### src/rtl/regfile_pkg.sv
// Shared register-bank definitions used by the bank, decode and write-back arbiter.
package regfile_pkg;

  localparam int unsigned NREG   = 17;
  localparam int unsigned AW     = 5;
  localparam int unsigned DW     = 32;
  localparam int unsigned SP_IDX = 16;

  typedef enum logic [1:0] {
    SRC_NONE = 2'd0,
    SRC_ALU  = 2'd1,
    SRC_MEM  = 2'd2
  } wb_src_e;

endpackage

### src/rtl/wb_slot.sv
// One-entry holding slot for a write-back producer; frees itself when granted.
module wb_slot #(
  parameter int unsigned AW = 5,
  parameter int unsigned DW = 32
) (
  input  logic          clk,
  input  logic          reset,
  input  logic          in_valid,
  input  logic [AW-1:0] in_rd,
  input  logic [DW-1:0] in_data,
  input  logic          grant,
  output logic          ready,
  output logic          slot_valid,
  output logic [AW-1:0] slot_rd,
  output logic [DW-1:0] slot_data
);

  logic          valid_q, valid_d;
  logic [AW-1:0] rd_q, rd_d;
  logic [DW-1:0] data_q, data_d;
  logic          load;

  // Accept when empty or being drained this cycle; a reload wins over the clear.
  always_comb begin
    ready   = !reset && (!valid_q || grant);
    load    = in_valid && ready;
    valid_d = valid_q;
    rd_d    = rd_q;
    data_d  = data_q;
    if (load) begin
      valid_d = 1'b1;
      rd_d    = in_rd;
      data_d  = in_data;
    end else if (grant) begin
      valid_d = 1'b0;
    end
  end

  // Slot state register.
  always_ff @(posedge clk) begin
    if (reset) begin
      valid_q <= 1'b0;
      rd_q    <= '0;
      data_q  <= '0;
    end else begin
      valid_q <= valid_d;
      rd_q    <= rd_d;
      data_q  <= data_d;
    end
  end

  assign slot_valid = valid_q;
  assign slot_rd    = rd_q;
  assign slot_data  = data_q;

endmodule

### src/rtl/regfile_wb_arbiter.sv
// Arbitrates ALU and load write-backs onto the register bank's single write port.
module regfile_wb_arbiter #(
  parameter int unsigned NREG       = regfile_pkg::NREG,
  parameter int unsigned AW         = regfile_pkg::AW,
  parameter int unsigned DW         = regfile_pkg::DW,
  parameter int unsigned STARVE_MAX = 2
) (
  input  logic          clk,
  input  logic          reset,
  input  logic          alu_valid,
  output logic          alu_ready,
  input  logic [AW-1:0] alu_rd,
  input  logic [DW-1:0] alu_data,
  input  logic          mem_valid,
  output logic          mem_ready,
  input  logic [AW-1:0] mem_rd,
  input  logic [DW-1:0] mem_data,
  output logic          rf_we,
  output logic [AW-1:0] rf_rd,
  output logic [DW-1:0] rf_wdata,
  input  logic [AW-1:0] q_rs,
  input  logic [AW-1:0] q_rt,
  output logic          q_hit_rs,
  output logic          q_hit_rt,
  output logic          idle
);

  import regfile_pkg::*;

  localparam int unsigned SW = (STARVE_MAX < 1) ? 1 : $clog2(STARVE_MAX + 1);

  logic          alu_occ, mem_occ;
  logic [AW-1:0] alu_slot_rd, mem_slot_rd;
  logic [DW-1:0] alu_slot_data, mem_slot_data;
  logic          grant_alu, grant_mem;
  wb_src_e       grant_src;

  logic [SW-1:0] starve_q, starve_d;
  logic          rf_we_q, rf_we_d;
  logic [AW-1:0] rf_rd_q, rf_rd_d;
  logic [DW-1:0] rf_wdata_q, rf_wdata_d;
  logic [AW-1:0] sel_rd;
  logic [DW-1:0] sel_data;

  wb_slot #(.AW(AW), .DW(DW)) u_alu_slot (
    .clk       (clk),
    .reset     (reset),
    .in_valid  (alu_valid),
    .in_rd     (alu_rd),
    .in_data   (alu_data),
    .grant     (grant_alu),
    .ready     (alu_ready),
    .slot_valid(alu_occ),
    .slot_rd   (alu_slot_rd),
    .slot_data (alu_slot_data)
  );

  wb_slot #(.AW(AW), .DW(DW)) u_mem_slot (
    .clk       (clk),
    .reset     (reset),
    .in_valid  (mem_valid),
    .in_rd     (mem_rd),
    .in_data   (mem_data),
    .grant     (grant_mem),
    .ready     (mem_ready),
    .slot_valid(mem_occ),
    .slot_rd   (mem_slot_rd),
    .slot_data (mem_slot_data)
  );

  // Mem has priority unless the waiting ALU write has been passed over STARVE_MAX times.
  always_comb begin
    grant_src = SRC_NONE;
    if (alu_occ && mem_occ) begin
      grant_src = (starve_q == SW'(STARVE_MAX)) ? SRC_ALU : SRC_MEM;
    end else if (alu_occ) begin
      grant_src = SRC_ALU;
    end else if (mem_occ) begin
      grant_src = SRC_MEM;
    end
    grant_alu = (grant_src == SRC_ALU);
    grant_mem = (grant_src == SRC_MEM);
  end

  // Count mem grants that bypass an occupied ALU slot.
  always_comb begin
    starve_d = '0;
    if (grant_mem && alu_occ) begin
      starve_d = (starve_q == SW'(STARVE_MAX)) ? starve_q : starve_q + SW'(1);
    end
  end

  // Next write-port value; R0 and out-of-range targets are dropped without a strobe.
  always_comb begin
    sel_rd     = grant_alu ? alu_slot_rd : mem_slot_rd;
    sel_data   = grant_alu ? alu_slot_data : mem_slot_data;
    rf_we_d    = 1'b0;
    rf_rd_d    = rf_rd_q;
    rf_wdata_d = rf_wdata_q;
    if (grant_alu || grant_mem) begin
      rf_we_d    = (sel_rd != '0) && (32'(sel_rd) < NREG);
      rf_rd_d    = sel_rd;
      rf_wdata_d = sel_data;
    end
  end

  // Starve counter and write-port register.
  always_ff @(posedge clk) begin
    if (reset) begin
      starve_q   <= '0;
      rf_we_q    <= 1'b0;
      rf_rd_q    <= '0;
      rf_wdata_q <= '0;
    end else begin
      starve_q   <= starve_d;
      rf_we_q    <= rf_we_d;
      rf_rd_q    <= rf_rd_d;
      rf_wdata_q <= rf_wdata_d;
    end
  end

  // Read-after-write hazard lookup against both slots and the in-flight bank write.
  always_comb begin
    q_hit_rs = (q_rs != '0) &&
               ((alu_occ && (alu_slot_rd == q_rs)) ||
                (mem_occ && (mem_slot_rd == q_rs)) ||
                (rf_we_q && (rf_rd_q == q_rs)));
    q_hit_rt = (q_rt != '0) &&
               ((alu_occ && (alu_slot_rd == q_rt)) ||
                (mem_occ && (mem_slot_rd == q_rt)) ||
                (rf_we_q && (rf_rd_q == q_rt)));
  end

  assign rf_we    = rf_we_q;
  assign rf_rd    = rf_rd_q;
  assign rf_wdata = rf_wdata_q;
  assign idle     = !alu_occ && !mem_occ && !rf_we_q;

endmodule

### config.mk
export PLATFORM = sky130hd
export DESIGN_NAME = regfile_wb_arbiter
export DESIGN_NICKNAME = d
export VERILOG_FILES = /design/src/rtl/regfile_pkg.sv /design/src/rtl/wb_slot.sv /design/src/rtl/regfile_wb_arbiter.sv
export SDC_FILE = /design/constraint.sdc
export NUM_CORES = 1
export LEC_CHECK = 0
export ABC_CLOCK_PERIOD_IN_PS = 2900
export CELL_PAD_IN_SITES_DETAIL_PLACEMENT = 1
export CELL_PAD_IN_SITES_GLOBAL_PLACEMENT = 1
export CORE_UTILIZATION = 39
export CTS_BUF_LIST = sky130_fd_sc_hd__clkbuf_16
export DETAILED_ROUTE_END_ITERATION = 16
export GPL_TIMING_DRIVEN = 1
export PLACE_DENSITY = 0.92
export SYNTH_ARGS = -nofsm -noshare
export SYNTH_HDL_FRONTEND = slang
export SYNTH_SLANG_ARGS = --single-unit
### constraint.sdc
create_clock -name clk -period 2.9 [get_ports clk]
set_clock_uncertainty 0.2 [all_clocks]
set_input_delay 0.58 -clock clk [delete_from_list [all_inputs] [get_ports clk]]
set_output_delay 0.58 -clock clk [all_outputs]
set_load 0.05 [all_outputs]
### Word-level counts from Yosys, hierarchy flattened

Index checks and enable logic that the tools add are counted.

| word-level totals | value |
|---|---|
| bits in registers | 116 |
| logic and storage cells | 68 |
| bits in latches | 0 |
| output and inout port bits | 43 |
| ROM bits | 0 |
| memories | 0 |
| input bits | 88 |
| memory bits (writable) | 0 |

| cells by class | value |
|---|---|
| multiplexer cells | 10 |
| multipliers | 0 |
| reductions and logical operators | 35 |
| shift operators | 0 |
| magnitude comparators | 1 |
| add/sub/neg operators | 1 |
| eq/ne operators | 9 |
| bitwise gates (word level) | 2 |
| div/mod/pow operators | 0 |

Operator list:

| kind | count |
|---|---|
| $mux 32 | 1 |
| $eq 5x5->1 | 6 |
| $logic_and 1x1->1 | 17 |
| $reduce_bool 5->1 | 3 |
| $mux 2 | 4 |
| $logic_or 1x1->1 | 7 |
| $lt 5x5->1 const B | 1 |
| $mux 5 | 1 |
| $eq 2x2->1 const B | 2 |
| $logic_not 1->1 | 4 |
| $mux 1 | 4 |
| $reduce_bool 2->1 | 2 |
| $reduce_or 2->1 | 2 |
| $add 2x1->2 const B | 1 |
| $eq 2x1->1 const B | 1 |
| $not 1->1 | 2 |

### Longest topological paths before layout

| logic depth | value |
|---|---|
| depth in word-level cells | 8 |
| depth in mapped cells | 8 |

### By module

Synthesis repeated with hierarchy kept, for this count alone.

| unflattened totals | value |
|---|---|
| cells, all modules | 561 |
| area, all modules | 5594.1 um^2 |

By module, submodules not included:

| module | seq. area each (um^2) | instances | cells an instance | area each (um^2) |
|---|---|---|---|---|
| wb_slot | 760.7 | 2 | 166 | 1744.2 |
| regfile_wb_arbiter | 800.8 | 1 | 229 | 2105.8 |

### Worst setup path before layout

OpenSTA, ideal clock, no wires.

| path | value |
|---|---|
| path type | reg2out |
| start point | reg rf_rd_q[2], in the netlist rf_rd[2] |
| end point | out q_hit_rs |
| arrival | 1.987 ns |
| buffers on the path | 0 |
| slack | 0.133 ns |
| stages on the path, launching flop included | 5 |
| data required time | 2.120 ns |
| cells stage by stage | dfxtp_1 xor2_1 nor4_1 a32oi_1 a21oi_1 |

| on the way | value |
|---|---|
| word-level cells in the longest chain between the ends | 4 |

Ends and longest elaborated chain:

| item | RTL line | text |
|---|---|---|
| start, declared | regfile_wb_arbiter.sv:40 | `logic [AW-1:0] rf_rd_q, rf_rd_d;` |
| start signal, assigned | regfile_wb_arbiter.sv:117 | `rf_rd_q <= rf_rd_d;` |
| $eq 5x5->1 | regfile_wb_arbiter.sv:127 | `(rf_we_q && (rf_rd_q == q_rs)));` |
| $logic_and 1x1->1 | regfile_wb_arbiter.sv:127 |  |
| $logic_or 1x1->1 | regfile_wb_arbiter.sv:126 | `(mem_occ && (mem_slot_rd == q_rs)) \|\|` |
| $logic_and 1x1->1 | regfile_wb_arbiter.sv:124 | `q_hit_rs = (q_rs != '0) &&` |
| end, declared | regfile_wb_arbiter.sv:23 | `output logic q_hit_rs,` |

No other way between the ends.

### Final worst setup path

| path | value |
|---|---|
| start point | in q_rs[0] |
| end point | out q_hit_rs |

| on the way | value |
|---|---|
| word-level cells in the longest chain between the ends | 5 |

Ends and longest elaborated chain:

| item | RTL line | text |
|---|---|---|
| start, declared | regfile_wb_arbiter.sv:21 | `input logic [AW-1:0] q_rs,` |
| $eq 5x5->1, on equally long branches | regfile_wb_arbiter.sv:125, regfile_wb_arbiter.sv:126 |  |
| $logic_and 1x1->1, on equally long branches | regfile_wb_arbiter.sv:125, regfile_wb_arbiter.sv:126 |  |
| $logic_or 1x1->1 | regfile_wb_arbiter.sv:125 | `((alu_occ && (alu_slot_rd == q_rs)) \|\|` |
| $logic_or 1x1->1 | regfile_wb_arbiter.sv:126 |  |
| $logic_and 1x1->1 * | regfile_wb_arbiter.sv:124 |  |

Every way passes the cells marked *; elsewhere a longest branch is shown, timed or not.

==> key figures <==
Placement
  – Final HPWL from detailed placement: around 11000 µm
  – Final Wtd Congestion: 0.911
  – Total placed cells including tap cells: approximately 840
  – Number of buffer cells added on primary ports: 130

Final layout
  – Combined flip-flop and latch cell area: 2320 µm²
  – Fraction of final layout cells with drive strength greater than 1: 0.140
  – Number of filler instances in the final layout: roughly 1400
  – Post-layout instance count excluding filler cells: 870
  – Area growth from synthesis to final layout: 39.1%
  – Area taken by multi-input logic gates: 2540 µm²
  – Total inserted antenna cells: 0
  – Number of nets in the layout: around 770

Global route
  – Overall routing resource usage: 0.242
  – GRT met2 Usage: 0.456
  – Met1 Track Usage GR: 0.268
  – Residual overflow from global routing: 0
  – First-pass GRT wire length: roughly 25000 µm
  – Met3 layer usage reported by global route: 0.0550
  – Initial antenna violation count: 0
  – Largest net degree at the start of global routing: 52
  – Via count of the first global-routing pass: a little under 5000
  – Gr busiest metal: met2

Logic synthesis
  – EDFF count, synth: 0
  – Yosys cell types: 33
  – Cell accounting for the most synthesized area: dfxtp_1
  – Syn Nets: 650
  – Fraction of the yosys area taken by sequential cells: 0.455
  – Syn Std Cell Area: between 5000 and 6000 µm²
  – Count of mapped cells out of synthesis: between 500 and 600
  – FF+latch count, synth: ~120
  – Proportion of register bits with asynchronous set or reset after synthesis: 0
  – Primary FF master, synth: dfxtp_1
  – Mean cell area of the mapped netlist: 9.10 µm²
  – Largest cells by area after synthesis: dfxtp_1 (45%), nand2_1 (10%), mux2i_1 (7.4%), o21ai_2 (6.5%), nand2b_1 (5.1%)
  – Number of warnings issued by yosys: 0
  – Share of Yosys cell area claimed by the top area cell type: 0.455

Worst setup path
  – Cell with the largest stage delay on the worst path: clkdlybuf4s50_1
  – CP Class: in2out
  – Crit Path Max Fanout: 3
  – Worst Setup Start Kind: input port
  – Number of buffers and inverters on the critical path: 3
  – Endpoint type of the worst setup path: output pin
  – End of the worst register-to-register path: u_mem_slot.slot_data[20]
  – Setup slack on the worst flop-to-flop path: around 0.65 ns
  – Reg-to-reg critical path startpoint: starve_q[0]
  – Crit path required time: approximately 2.1 ns
  – CP max stage delay: 0.44 ns
  – Cell chain of the critical path: clkdlybuf4s50_1, buf_4, xor2_1, nor4_1, a32oi_1, a21oi_2, buf_12
  – Gate family responsible for the most delay along the worst path: buffers and inverters
  – Data arrival time of the critical path: roughly 2.1 ns
  – Worst Reg2Reg Path Length in Cells: 7

Clock network
  – Number of setup buffers added after CTS: 0
  – Clock root buffer: clkbuf_16
  – Clock slew at the register clock pins of the worst setup and hold paths: 0.05 ns
  – Total clock sinks: approximately 120
  – Deepest level of the CTS H-tree: 4
  – Clock latency of the later-clocked register in the worst-skew pair: around 0.4 ns
  – Clock tree from TritonCTS: done
  – Number of buffers inserted by hold repair at cts: 0
  – Number of buffers created by CTS: 17
  – CTS Buffer Depth: 2

Die
  – Die Y: around 120 µm
  – I/O Pins: approximately 130
  – Row count: slightly above 40
  – X dimension of the die: between 100 and 150 µm
  – Die ar.: 13600 µm²
  – Floorplan Core Area: around 13000 µm²
  – Initial cell density of the core: 0.403

Routing
  – Ratio of routed vias to standard cells: between 4 and 5
  – Remaining number of nets flagged by the antenna check after routing: 0
  – DRT iter0 DRCs: 160
  – WL per Instance: approximately 18 µm
  – # DRC: 0
  – Routed via count: around 4300
  – Routed wire length: ~16000 µm
  – Length of the first detailed-routing pass in iterations: 4

STA
  – Worst Tran Pin Value: about 1 ns
  – Number of endpoints with negative hold slack in the final report: 0
  – Count of final max-slew check failures: 0
  – Achievable frequency: 0.352 GHz
  – Setup repair after global routing missed its margin: no
  – Share of the clock period used by the worst path after layout: 0.979
  – Slew headroom: 0.330
  – Final critical-path required period: approximately 2.8 ns
  – Count of final setup violators: 0
  – Smallest hold slack: 0.223 ns

Power
  – Static leakage: 0.00298 µW
  – P per Cell Area: 621 nW/µm²
  – PnR Total Power: about 4400 µW
  – Peak ir drop on the vdd network: 323 µV

Worst hold path
  – Hold worst-path end: starve_q[0]
  – Worst hold start: starve_q[0]
  – Class of the worst hold path: reg2reg
  – Hold depth: 1

Outcome
  – Result of the run: completed

Run
  – Max-cap violations: 0
==> kinds of logic after synthesis <==
kind of cell | count (synthesis) | share of synthesized area
compound gates | 87 | 0.116
fa+ha+maj | 1 | 0.00245
simple gates | 247 | 0.243
buf+inv | 40 | 0.0549
xor+xnor | 32 | 0.0549
flops | 116 | 0.455
mux | 38 | 0.0745
==> synthesized netlist by cell type, drive strengths merged (4+ instances only) <==
| library cell | n |
|---|---|
| nand2 | 144 |
| xnor2 | 6 |
| xor2 | 26 |
| dfxtp | 116 |
| nand2b | 42 |
| nor2 | 9 |
| clkbuf | 15 |
| nor4 | 8 |
| o21ai | 80 |
| nand3b | 33 |
| buf | 23 |
| nor3 | 4 |
| mux2i | 38 |
==> cell usage in the layout (no fill, tap or decap), types with 2 or more instances in the layout <==
master | netlist | final
a31oi_1 | 2 | 2
dlygate4sd2_1 | 0 | 3
xnor2_1 | 6 | 6
buf_4 | 8 | 11
nand2b_1 | 42 | 42
o21ai_1 | 19 | 19
nand3_1 | 2 | 2
xor2_1 | 26 | 26
clkinv_1 | 0 | 3
clkdlybuf4s50_1 | 0 | 119
dlymetal6s2s_1 | 0 | 3
clkinvlp_4 | 0 | 3
bufinv_16 | 0 | 2
o21ai_2 | 38 | 37
mux2i_1 | 38 | 38
nand2_1 | 137 | 137
or4_1 | 2 | 2
nor3_1 | 3 | 3
nand3b_1 | 33 | 33
dfxtp_1 | 116 | 116
clkinv_2 | 0 | 4
nor2_1 | 9 | 9
a21oi_2 | 0 | 2
nand2_2 | 7 | 7
inv_1 | 1 | 4
buf_12 | 0 | 6
o21ai_0 | 23 | 23
nor4_1 | 8 | 7
a32oi_1 | 2 | 2
clkbuf_16 | 0 | 17
==> how the worst max path moves through the flow <==
stage               slack (ns)  depth (start not counted)        to     start
floorplan                 0.13                          4  q_hit_rs  rf_rd[2]
global placement          0.08                          6  q_hit_rs   q_rs[2]
detailed placement       -0.11                          6  q_hit_rs   q_rs[3]
CTS                       0.05                          6  q_hit_rt   q_rt[3]
global route              0.03                          6  q_hit_rs   q_rs[1]
finish                    0.06                          7  q_hit_rs   q_rs[0]
==> through the flow <==
step / TNS [ns] / setup slack [ns] / utilization / instance area [µm²]
after floorplan: 0 / 0.133 / - / 5110
after global placement: 0 / 0.0780 / 0.516 / 6530
after detailed placement: -0.111 / -0.111 / 0.516 / 6530
after CTS: 0 / 0.0516 / 0.560 / 7090
after global routing: 0 / 0.0313 / 0.560 / 7100
final: 0 / 0.0617 / 0.560 / 7100
==> flip-flops by register name (all words and copies together) (netlist names) <==
| name | flops |
|---|---|
| starve_q | 2 |
| u_alu_slot.slot_valid | 1 |
| u_mem_slot.slot_rd | 5 |
| u_mem_slot.slot_valid | 1 |
| rf_wdata | 32 |
| u_mem_slot.slot_data | 32 |
| rf_we | 1 |
| u_alu_slot.slot_data | 32 |
| u_alu_slot.slot_rd | 5 |
| rf_rd | 5 |
==> final cells by class <==
class	count	share of cell area
multi-input cells	405	0.358
flip-flops and latches	116	0.327
repair buffers	143	0.206
clock buffers	17	0.0599
well taps	172	0.0303
clock inverters	15	0.0176
inverters	2	0.00106
==> repair_timing <==
action	CTS	global route
gates cloned	0	0
endpoints found under the setup margin	2	1
pin swaps	1	2
endpoints found under the hold margin	0	0
resized for setup	6	3
==> power breakdown <==
part	switching [µW]	internal (µW)	total, µW
sequential	84.6	1700	1780
combinational	360	300	660
clock	728	1240	1960
total	1170	3240	4410
==> metal layers <==
layer | wire (µm) | up-vias
li1 | - | 2113
met1 | 6620 | 2100
met2 | 8240 | 119
met3 | 710 | 17
met4 | 179 | 0
met5 | 0 | -
Note: power is estimated with default switching activity, not from simulation.
